[src/rtl/timer_pkg.sv]
// Shared types and default constants for the game countdown timer controller.
// Imported by game_timer_ctrl and tick_prescaler.
package timer_pkg;

   typedef enum logic [1:0] {
      ST_IDLE  = 2'd0,
      ST_RUN   = 2'd1,
      ST_PAUSE = 2'd2,
      ST_DONE  = 2'd3
   } timer_state_t;

   localparam int         TICK_DIV_DEF   = 100;
   localparam logic [3:0] START_TENS_DEF = 4'd6;
   localparam logic [3:0] START_ONES_DEF = 4'd0;

   // Prescaler width; a divider of 1 would give a zero-width counter, so floor at one bit.
   function automatic int presc_width(input int div);
      return (div > 2) ? $clog2(div) : 1;
   endfunction

endpackage

[src/rtl/tick_prescaler.sv]
// Free-running 0..TICK_DIV-1 counter that holds while disabled and flags the
// last count as a tick.
module tick_prescaler
   import timer_pkg::*;
#(
   parameter int TICK_DIV = TICK_DIV_DEF
) (
   input  logic CLK,
   input  logic RST,
   input  logic en,
   input  logic clr,
   output logic tick
);

   localparam int                CNT_W   = presc_width(TICK_DIV);
   localparam logic [CNT_W-1:0]  CNT_MAX = CNT_W'(TICK_DIV - 1);
   localparam logic [CNT_W-1:0]  CNT_ONE = CNT_W'(1);

   logic [CNT_W-1:0] cnt;
   logic             at_max;

   assign at_max = (cnt == CNT_MAX);
   assign tick   = en && at_max;

   // NOTE: sequential state uses non-blocking assignments so every register samples
   // pre-edge values; RST is tested inside the clocked block, making it synchronous.
   always_ff @(posedge CLK) begin
      if (RST) begin
         cnt <= '0;
      end else if (clr) begin
         cnt <= '0;
      end else if (en) begin
         cnt <= at_max ? '0 : cnt + CNT_ONE;
      end
   end

endmodule

[src/rtl/game_timer_ctrl.sv]
// Countdown game timer control FSM driving an external two-digit BCD down-counter.
// Define GAME_TIMER_WARN_EN to build the registered low-time Warn output.
module game_timer_ctrl
   import timer_pkg::*;
#(
   parameter int         TICK_DIV   = TICK_DIV_DEF,
   parameter logic [3:0] START_TENS = START_TENS_DEF,
   parameter logic [3:0] START_ONES = START_ONES_DEF
) (
   input  logic       CLK,
   input  logic       RST,
   input  logic       Start,
   input  logic       Stop,
   input  logic       Clear,
   input  logic [3:0] TensIn,
   input  logic [3:0] OnesIn,
   output logic       SetDigits,
   output logic [3:0] SetTens,
   output logic [3:0] SetOnes,
   output logic       CountPulse,
   output logic       Running,
   output logic       Done,
   output logic       Expired,
   output logic       Warn
);

   timer_state_t state;
   timer_state_t next_state;
   logic         tick;
   logic         presc_en;
   logic         presc_clr;
   logic         digits_zero;
   logic         digits_one;

   assign SetTens     = START_TENS;
   assign SetOnes     = START_ONES;
   assign digits_zero = (TensIn == 4'd0) && (OnesIn == 4'd0);
   assign digits_one  = (TensIn == 4'd0) && (OnesIn == 4'd1);

   tick_prescaler #(
      .TICK_DIV (TICK_DIV)
   ) u_prescaler (
      .CLK  (CLK),
      .RST  (RST),
      .en   (presc_en),
      .clr  (presc_clr),
      .tick (tick)
   );

   always_ff @(posedge CLK) begin
      if (RST) begin
         state <= ST_IDLE;
      end else begin
         state <= next_state;
      end
   end

   // NOTE: every always_comb output gets a default first so no path leaves it
   // unassigned, which would otherwise infer a latch.
   always_comb begin
      next_state = state;
      if (Clear) begin
         next_state = ST_IDLE;
      end else begin
         case (state)
            ST_IDLE:  if (Start) next_state = digits_zero ? ST_DONE : ST_RUN;
            // Reaching 00 outranks a same-cycle Stop: the last pulse empties the counter.
            ST_RUN: begin
               if (tick && digits_one) next_state = ST_DONE;
               else if (Stop)          next_state = ST_PAUSE;
            end
            ST_PAUSE: if (Start) next_state = ST_RUN;
            ST_DONE:  next_state = ST_DONE;
            default:  next_state = ST_IDLE;
         endcase
      end
   end

   // Prescaler is zeroed outside RUN/PAUSE so each fresh start gets a full tick period.
   always_comb begin
      SetDigits  = 1'b0;
      CountPulse = 1'b0;
      presc_en   = 1'b0;
      presc_clr  = 1'b0;
      case (state)
         ST_IDLE: begin
            SetDigits = 1'b1;
            presc_clr = 1'b1;
         end
         ST_RUN: begin
            presc_en   = 1'b1;
            CountPulse = tick;
         end
         ST_PAUSE: ;
         ST_DONE:  presc_clr = 1'b1;
         default:  presc_clr = 1'b1;
      endcase
   end

   always_ff @(posedge CLK) begin
      if (RST) begin
         Running <= 1'b0;
         Done    <= 1'b0;
         Expired <= 1'b0;
      end else begin
         Running <= (next_state == ST_RUN);
         Done    <= (next_state == ST_DONE);
         Expired <= (next_state == ST_DONE) && (state != ST_DONE);
      end
   end

`ifdef GAME_TIMER_WARN_EN
   always_ff @(posedge CLK) begin
      if (RST) begin
         Warn <= 1'b0;
      end else begin
         Warn <= ((next_state == ST_RUN) || (next_state == ST_PAUSE)) && (TensIn == 4'd0);
      end
   end
`else
   assign Warn = 1'b0;
`endif

endmodule

[config.mk]
export PLATFORM = sky130hd
export DESIGN_NAME = game_timer_ctrl
export DESIGN_NICKNAME = d
export VERILOG_FILES = /design/src/rtl/timer_pkg.sv /design/src/rtl/tick_prescaler.sv /design/src/rtl/game_timer_ctrl.sv
export SDC_FILE = /design/constraint.sdc
export NUM_CORES = 1
export LEC_CHECK = 0
export CORE_MARGIN = 3
export CORE_UTILIZATION = 40
export DETAILED_ROUTE_END_ITERATION = 6
export PLACE_DENSITY = 0.85
export SETUP_SLACK_MARGIN = 0.02
export SLEW_MARGIN = 30
export SYNTH_ARGS = -nofsm -noshare
export SYNTH_HDL_FRONTEND = slang
export SYNTH_HIERARCHICAL = 1
export SYNTH_SLANG_ARGS = --single-unit
[constraint.sdc]
create_clock -name CLK -period 2 [get_ports CLK]
set_input_delay 0.3 -clock CLK [delete_from_list [all_inputs] [get_ports CLK]]
set_output_delay 0.3 -clock CLK [all_outputs]
set_load 0.05 [all_outputs]
### Yosys cells after proc, flatten, opt, wreduce, memory -nomap -nowiden

Cells that the tools add are included.

* bits of input ports: 13
* register bits after elaboration: 12

* muxes and demuxes: 12
* equality and inequality tests: 8
* reduce and logical (&&, ||, !) cells: 10
* add/sub/neg operators: 1

Operators by type and width (count)
* 2-to-1 mux 2 bit: 6
* zero test 4 bit: 2
* one-hot mux 2 bit (4 select lines): 1
* adder 7 x 1 -> 7 bit, second input constant: 1
* equality test 7 bit, second input constant: 1
* 2-to-1 mux 7 bit: 1
* equality test 2 bit, second input constant: 3
* logical AND 1 bit: 5
* equality test 2 x 1 -> 1 bit, second input constant: 2
* equality test 4 x 1 -> 1 bit, second input constant: 1
* 2-to-1 mux 1 bit: 4
* OR reduction 2 bit: 2
* zero test 2 bit: 1
* inequality test 2 bit, second input constant: 1

### Logic depth before layout (Yosys ltp)

Gate-level depths: netlist (run 1).

* depth after elaboration: 9
* mapped depth: 9

### Cells and area by module

Netlist (run 1), hierarchy kept.

By module, submodules not included
* game_timer_ctrl: cells an instance 51, seq. area each 100.1 um2, instances 1, area an instance 445.4 um2
* tick_prescaler: cells an instance 36, seq. area each 140.1 um2, instances 1, area an instance 364.1 um2

### Worst setup path before layout (run 1)

No wires, ideal clock.

* kind: register -> register
* from: register state[0]
* to: register Running
* path buffers: 1
* slack: -71 ps
* required time: 1886 ps
* library setup time: 114 ps
* cell stages (with the launch flop): 9
* data arrival time: 1957 ps
* cell sequence: dfxtp_1 > ha_1 > buf_4 > nand3_2 > nor4_1 > nand3_1 > or3_4 > a31o_1 > nor2b_1

* word-level cells in the longest chain between the ends: 8
* elaborated cells on any way between the ends: 14
* classes of those cells: eq/ne: 4; mux: 7; reduce/logical: 3

Ends and longest elaborated chain
* from (decl): RTL line game_timer_ctrl.sv:27 `timer_state_t state;`
* from (signal assigned): RTL line game_timer_ctrl.sv:54 `state <= next_state;`
* equality test 2 x 1 -> 1 bit: RTL line game_timer_ctrl.sv:85 `case (state)`
* 2-to-1 mux 1 bit: RTL line game_timer_ctrl.sv:85
* via presc_en: RTL line game_timer_ctrl.sv:30 `logic presc_en;`
* logical AND 1 bit: RTL line tick_prescaler.sv:23 `assign tick = en && at_max;`
* via tick: RTL line game_timer_ctrl.sv:29 `logic tick;`
* logical AND 1 bit: RTL line game_timer_ctrl.sv:69 `if (tick && digits_one) next_state = ST_DONE;`
* 2-to-1 mux 2 bit: RTL line game_timer_ctrl.sv:69
* one-hot mux 2 bit (4 select lines): RTL line game_timer_ctrl.sv:65 `case (state)`
* 2-to-1 mux 2 bit: RTL line game_timer_ctrl.sv:62 `if (Clear) begin`
* equality test 2 x 1 -> 1 bit: RTL line game_timer_ctrl.sv:106 `Running <= (next_state == ST_RUN);`
* to (signal assigned): RTL line game_timer_ctrl.sv:106
* to (decl): RTL line game_timer_ctrl.sv:21 `output logic Running,`

The timed path passes the listed nets, and every way through them passes these cells.
A chain may end at the register's enable or synchronous reset.

### Worst setup path in the final report (run 1)

* from: input TensIn[2]
* to: register Running

* word-level cells in the longest chain between the ends: 7
* elaborated cells on any way between the ends: 10
* classes of those cells: eq/ne: 1; mux: 5; reduce/logical: 4

Ends and longest elaborated chain
* from (decl): RTL line game_timer_ctrl.sv:15 `input logic [3:0] TensIn,`
* zero test 4 bit (*): RTL line game_timer_ctrl.sv:37, game_timer_ctrl.sv:38
* logical AND 1 bit (on tied branches): RTL line game_timer_ctrl.sv:37, game_timer_ctrl.sv:38
* 2-to-1 mux 2 bit / logical AND 1 bit (equally long branches): RTL line game_timer_ctrl.sv:66, game_timer_ctrl.sv:69
* 2-to-1 mux 2 bit (on tied branches): RTL line game_timer_ctrl.sv:66, game_timer_ctrl.sv:69
* one-hot mux 2 bit (4 select lines) (*): RTL line game_timer_ctrl.sv:65
* 2-to-1 mux 2 bit (*): RTL line game_timer_ctrl.sv:62
* equality test 2 x 1 -> 1 bit (*): RTL line game_timer_ctrl.sv:106

Mark *: on every way between the ends. The rest lies on a longest branch, timed or not.

==> reports/qor.yml, run 1 <==
status:
  outcome: "finished clean"
setup_path:
  worst-path-max-fanout: 3
  worst-r2r-cell-count: 7
  critical_path.startpoint_type: "input port"
  reg2reg_slack_ns: 0.18
  crit_type: "in -> reg"
  cp_data_required_time_ns: 2.17
  reg2reg_to: "Running"
  cp.arrival_ns: 1.99
  cp-startpoint: "TensIn[2]"
  worstSetupEndpointType: "register"
  r2r-start: "u_prescaler/cnt[0]"
logic_synthesis:
  yosys-top-cells-count: "sky130_fd_sc_hd__dfxtp_1, sky130_fd_sc_hd__buf_4, sky130_fd_sc_hd__nor2_1"
  async_flop_share: 0
  avgSynthCellArea_sq_um: 9.30
  synth_cells: 87
  synthMostInstantiatedCell: "sky130_fd_sc_hd__dfxtp_1"
  ys_ff_latch: 12
  synth.yosys.seq_area_share: 0.297
  synthDominantAreaCellType: "sky130_fd_sc_hd__dfxtp_1"
  syn-cell-area_sq_um: 810
  synth_top_cell_area_share: 0.297
  synth_flop_cell: "sky130_fd_sc_hd__dfxtp_1"
  synth_enable_flop_cells: 0
  post_synth_main_area_contributors: "sky130_fd_sc_hd__dfxtp_1, sky130_fd_sc_hd__buf_4, sky130_fd_sc_hd__ha_1, sky130_fd_sc_hd__nor2_1, sky130_fd_sc_hd__o41ai_4"
  netlist-cell-type-count: 39
  synthesis.yosys.warnings: 6
hold_path:
  min_path_type: "reg -> reg"
  hp-start: "u_prescaler/cnt[1]"
  hold_path_end: "u_prescaler/cnt[1]"
  timing.hold.worst_path_depth: 2
global_routing:
  grt_start_max_net_pins: 9
  grt_overflow_total: 0
  first_global_vias: 633
  global_route_wire_length_before_repair_microns: 2730
  grt_antenna_before_repair: 0
  grt_use_total: 0.141
timing:
  clock-skew-final_ns: 0.00255
  fin_crit_ns: 1.82
  slew_viol_final: 0
  timing.max_slew.rel_slack: 0.667
  final_min_period_over_clock_period: 0.911
  rsz0062_at_grt: "false"
  achievable-frequency_mhz: 549
  fin_tns_setup_ns: 0
  setup_viol: 0
  tightest_slew_ns: 0.497
  finalHoldViolCount: 0
place:
  placed_cells_incl_taps: 133
  dp.final_hpwl_microns: 1340
  portbufs: 17
  routabilityCongestion: 0.824
clocking:
  worst_skew_pair.late_latency_ns: 0.27
  clkSinkCount: 12
  cts_tree: "built"
  cts_made_buffers: 3
  clkSlewWorstSetupHoldPaths_ns: 0.07
  cts_max_path_buffers: 2
  cts-root-buf: "sky130_fd_sc_hd__clkbuf_4"
  ctsHtreeMaxLevel: 1
route:
  ant_nets: 0
  dr_total_vias: 697
  average_routed_wire_per_standard_cell_microns: 12.1
  firstDrtPassIters: 4
  drt-total-wl_microns: 1690
  viasPerCell: 5.01
  drt_iter0_drc: 9
  detail_route.drc_violations: 0
finish:
  num_antenna_cells: 0
  final.fill_count: 159
  layout-drive-gt1-share: 0.307
  area_growth_syn_to_layout_pct: 36.9
  fin_cells: 139
  design.final.nets: 133
floorplan:
  die_w_microns: 51.0
  io_pins: 27
  initial_core_util: 0.445
  fp_rows: 15
  die_area_sq_mm: 0.00260
  coreArea_sq_mm: 0.00182
  fp.dieH_microns: 51.0
power:
  powerDensity_mw_per_mm2: 536
  power.clock.fraction: 0.320
  power_leakage_nw: 0.440
  pwr-share-comb: 0.265
  seq_power_share: 0.415
  p_sw_frac: 0.295
  intPower_mw: 0.419
  total_power_mw: 0.594
  p_switching_mw: 0.175
  peak_ir_drop_on_the_vdd_network_v: 0.000389
run:
  max-cap-violations: 0
what timing repair did:
item                       CTS  global route
hold buffers                 0             0
gates resized for setup      0             5
setup endpoints to repair    0             5
setup buffers                0             2
kinds of logic (layout without fill, tap and decap cells):
kind of cell / count (synthesis) / count (layout) / synth area share
DFF: 12 / 12 / 0.297
and+or+nand+nor: 34 / 34 / 0.280
buffers and inverters: 14 / 34 / 0.111
adders and majority gates: 5 / 5 / 0.0773
muxes: 1 / 1 / 0.0124
other: 2 / 9 / 0.00928
xor gates and xnor gates: 4 / 4 / 0.0433
AOI/OAI and AO/OA: 15 / 15 / 0.170
power groups by stage:
stage	combinational (mW)	sequential (mW)	clock [mW]
after floorplan	0.105	0.262	0
after global placement	0.151	0.252	0
after detailed placement	0.153	0.252	0
after CTS	0.154	0.246	0.198
after global routing	0.167	0.247	0.210
final	0.157	0.247	0.190
final cells by class:
type / instances / area (sq um) / area share
Tap cell: 25 / 31.3 / 0.0282
Timing Repair Buffer: 26 / 245 / 0.221
Sequential cell: 12 / 243 / 0.219
Clock buffer: 4 / 36.3 / 0.0327
Inverter: 4 / 15.0 / 0.0135
Multi-Input combinational cell: 68 / 538 / 0.485
worst max-delay path by stage:
| stage | cells past startpoint | to |
|---|---|---|
| after detailed placement | 5 | Running |
| final | 5 | Running |
| after global placement | 5 | Running |
| after global routing | 7 | Running |
| after CTS | 5 | CountPulse |
| after floorplan | 9 | Running |
per-layer routing:
metal,global-route usage,vias up,wire [microns]
met2,0.219,26,805
met5,0,-,0
met4,0.0897,0,51
li1,-,344,-
met1,0.158,320,687
met3,0.0554,7,142
registers in the layout, indices dropped and copies added, names as in the netlist:
signal / flops
Expired: 1
u_prescaler/cnt: 7
state: 2
Done: 1
Running: 1
cells in the final DEF (no fill, tap or decap), types with 2 or more instances in the layout:
master                             n
sky130_fd_sc_hd__or3_4             2
sky130_fd_sc_hd__buf_4            10
sky130_fd_sc_hd__a31o_1            2
sky130_fd_sc_hd__dfxtp_2           2
sky130_fd_sc_hd__dfxtp_1          10
sky130_fd_sc_hd__ha_1              3
sky130_fd_sc_hd__clkbuf_4          3
sky130_fd_sc_hd__o21ai_0           2
sky130_fd_sc_hd__xor2_1            3
sky130_fd_sc_hd__nor2b_1           4
sky130_fd_sc_hd__nand2_1           3
sky130_fd_sc_hd__inv_1             4
sky130_fd_sc_hd__nor2_1            9
sky130_fd_sc_hd__clkdlybuf4s50_1  15
sky130_fd_sc_hd__o31a_1            2
sky130_fd_sc_hd__conb_1            9
sky130_fd_sc_hd__or2b_2            2
stage by stage:
step | instance area [sq um] | utilization | worst slack (ns) | hold slack, ns
after floorplan | 855 | - | 0.0237 | 0.369
after global placement | 1040 | 0.572 | -0.0874 | 0.500
after detailed placement | 1040 | 0.572 | -0.112 | 0.507
after CTS | 1080 | 0.592 | 0.0507 | 0.519
after global routing | 1110 | 0.609 | 0.0371 | 0.553
final | 1110 | 0.609 | 0.178 | 0.531
critical path: stages:
cell and delay (ns):
sky130_fd_sc_hd__clkdlybuf4s50_1 0.40, sky130_fd_sc_hd__or4_4 0.54, sky130_fd_sc_hd__or3_4 0.41, sky130_fd_sc_hd__a31o_1 0.21, sky130_fd_sc_hd__nor2b_1 0.13
Power figures use the tool's default switching activity.
==> inputs of run 2 (changes only) <==
--- a/config.mk
+++ b/config.mk
@@ -5,7 +5,6 @@
 export SDC_FILE = /design/constraint.sdc
 export NUM_CORES = 1
 export LEC_CHECK = 0
-export CORE_MARGIN = 3
 export CORE_UTILIZATION = 40
 export DETAILED_ROUTE_END_ITERATION = 6
 export PLACE_DENSITY = 0.85
==> run 2 against run 1 <==
Compared with the run above:
- final area is 1.8% lower
- largest cell class unchanged
- critical path type is now reg -> out
- total power is 0.49% higher
- non-clock buffer count is 2 lower
- worst setup slack worse by 0.093 ns
==> reports/qor.yml, run 2 (same netlist as run 1, synthesis figures left out) <==
status:
  outcome: "finished clean"
place:
  dp.final_hpwl_microns: 1430
  placement.cell_area_sq_mm: 0.00104
  placed_cells_incl_taps: 133
  routabilityCongestion: 0.808
  portbufs: 17
clocking:
  hold_fix_buffer_count_after_cts: 0
  cts.repair.resized: 0
  cts_made_buffers: 3
  cts-root-buf: "sky130_fd_sc_hd__clkbuf_4"
  cts_tree: "built"
  worst_skew_pair.late_latency_ns: 0.27
  cts_max_path_buffers: 2
  ctsHtreeMaxLevel: 1
  clkSlewWorstSetupHoldPaths_ns: 0.08
  clkSinkCount: 12
  cts_setup_buffers: 0
route:
  dr_wl_met3_microns: 106
  viasPerCell: 5.18
  average_routed_wire_per_standard_cell_microns: 13.7
  dr_total_vias: 710
  routed-wl-met2_microns: 937
  wl_met1_microns: 778
  drt_iter0_drc: 12
  top_layer_used: "met4"
  firstDrtPassIters: 4
  drt-total-wl_microns: 1880
  ant_nets: 0
  detail_route.drc_violations: 0
power:
  intPower_mw: 0.417
  p_sw_frac: 0.302
  seq_power_share: 0.413
  p_switching_mw: 0.180
  power_leakage_nw: 0.427
  peak_ir_drop_on_the_vdd_network_v: 0.000500
  power.clock.fraction: 0.323
  powerDensity_mw_per_mm2: 548
  pwr-share-comb: 0.264
finish:
  area_growth_syn_to_layout_pct: 34.5
  largest_register_ff_count: 7
  design.final.nets: 131
  postLayoutCellArea_sq_mm: 0.00109
  fin_cells: 137
  regMostFlops: "u_prescaler/cnt"
  num_antenna_cells: 0
  mostFrequentLayoutCells: "sky130_fd_sc_hd__clkdlybuf4s50_1, sky130_fd_sc_hd__dfxtp_1, sky130_fd_sc_hd__nor2_1, sky130_fd_sc_hd__conb_1, sky130_fd_sc_hd__buf_4"
  largestRegisters: "u_prescaler/cnt (7), state (2)"
  layout-drive-gt1-share: 0.268
  finish.utilization: 0.604
  leading_cell_type_in_the_layout_fill_and_taps_excluded: "sky130_fd_sc_hd__clkdlybuf4s50_1"
  final.fill_count: 153
setup_path:
  critical_path.startpoint_type: "register"
  worst_setup_path_endpoint: "CountPulse"
  cp_data_required_time_ns: 1.70
  cp.arrival_ns: 1.62
  crit_type: "reg -> out"
  cp-startpoint: "u_prescaler/cnt[0]"
  reg2reg_slack_ns: 0.12
  r2r-start: "u_prescaler/cnt[0]"
  worst-path-max-fanout: 3
  worst-r2r-cell-count: 7
  reg2reg_to: "Running"
  worstSetupEndpointType: "primary output"
timing:
  rsz0062_at_grt: "false"
  clock-skew-final_ns: 0.00543
  final_min_period_over_clock_period: 0.958
  setup_viol: 0
  fin_crit_ns: 1.92
  finalHoldViolCount: 0
  slew_viol_final: 0
  timing.max_slew.rel_slack: 0.667
  fin_hold_ws_ns: 0.529
  achievable-frequency_mhz: 522
  fin_tns_setup_ns: 0
  tightest_slew_ns: 0.498
floorplan:
  coreArea_sq_mm: 0.00180
  die_area_sq_mm: 0.00221
  io_pins: 27
  initial_core_util: 0.449
  die_w_microns: 47.0
  fp.dieH_microns: 47.0
  fp_rows: 15
global_routing:
  grt_antenna_before_repair: 0
  grt_start_max_net_pins: 9
  first_global_vias: 702
  global_route_wire_length_before_repair_microns: 2890
  grt_overflow_total: 0
  grt_use_total: 0.191
hold_path:
  min_path_type: "reg -> reg"
run:
  max-cap-violations: 0
-- run 2: changes by cell type in the layout (fill, tap and decap cells not counted), sizes merged --
cell  previous run  this run
buf             11         9
-- run 2: layout make-up --
| type | count | area (sq um) | area share |
|---|---|---|---|
| multi-input cells | 68 | 536 | 0.492 |
| inverters | 4 | 15.0 | 0.0138 |
| repair buffers | 24 | 230 | 0.211 |
| well taps | 25 | 31.3 | 0.0287 |
| clock buffers | 4 | 36.3 | 0.0333 |
| flip-flops and latches | 12 | 240 | 0.221 |
-- run 2: layer usage --
metal,global-route usage,vias up
met4,0.120,0
met2,0.342,33
li1,-,336
met5,0,-
met3,0.0269,6
met1,0.211,335
-- run 2: worst max-delay path, stage by stage, from the launching register on --
cell,delay [ns]
sky130_fd_sc_hd__dfxtp_1,0.41
sky130_fd_sc_hd__ha_2,0.23
sky130_fd_sc_hd__nand3_2,0.12
sky130_fd_sc_hd__nor4_4,0.24
sky130_fd_sc_hd__and2_1,0.21
sky130_fd_sc_hd__buf_12,0.14
-- run 2: worst min-delay path by stage --
stage / from / endpoint / slack [ns] / cells past startpoint
2_1_floorplan: Clear / state[1] / 0.37 / 1
5_1_grt: u_prescaler/cnt[5] / u_prescaler/cnt[5] / 0.56 / 2
3_3_place_gp: u_prescaler/cnt[5] / u_prescaler/cnt[5] / 0.50 / 2
6_report: u_prescaler/cnt[5] / u_prescaler/cnt[5] / 0.53 / 2
3_5_place_dp: u_prescaler/cnt[5] / u_prescaler/cnt[5] / 0.52 / 2
4_1_cts: u_prescaler/cnt[5] / u_prescaler/cnt[5] / 0.53 / 2
-- run 2: power by group through the flow --
| stage | Sequential [mW] | Clock [mW] | Combinational, mW |
|---|---|---|---|
| global placement | 0.252 | 0 | 0.151 |
| detailed placement | 0.252 | 0 | 0.155 |
| global route | 0.247 | 0.208 | 0.166 |
| CTS | 0.246 | 0.202 | 0.156 |
| floorplan | 0.262 | 0 | 0.105 |
| finish | 0.246 | 0.193 | 0.158 |
-- run 2: per-stage QoR --
stage	setup WS, ns	power, mW
5_1_grt	0.00615	0.621
3_5_place_dp	-0.104	0.407
4_1_cts	0.0767	0.604
3_3_place_gp	-0.0884	0.403
2_1_floorplan	0.0237	0.366
6_report	0.0846	0.597
==> inputs of run 3 (changes only) <==
--- a/config.mk
+++ b/config.mk
@@ -7,6 +7,7 @@
 export LEC_CHECK = 0
 export CORE_UTILIZATION = 40
 export DETAILED_ROUTE_END_ITERATION = 6
+export HOLD_SLACK_MARGIN = 0.05
 export PLACE_DENSITY = 0.85
 export SETUP_SLACK_MARGIN = 0.02
 export SLEW_MARGIN = 30
==> results of run 3 <==
The final DEF is identical to that of run 2; final timing and power are the same.
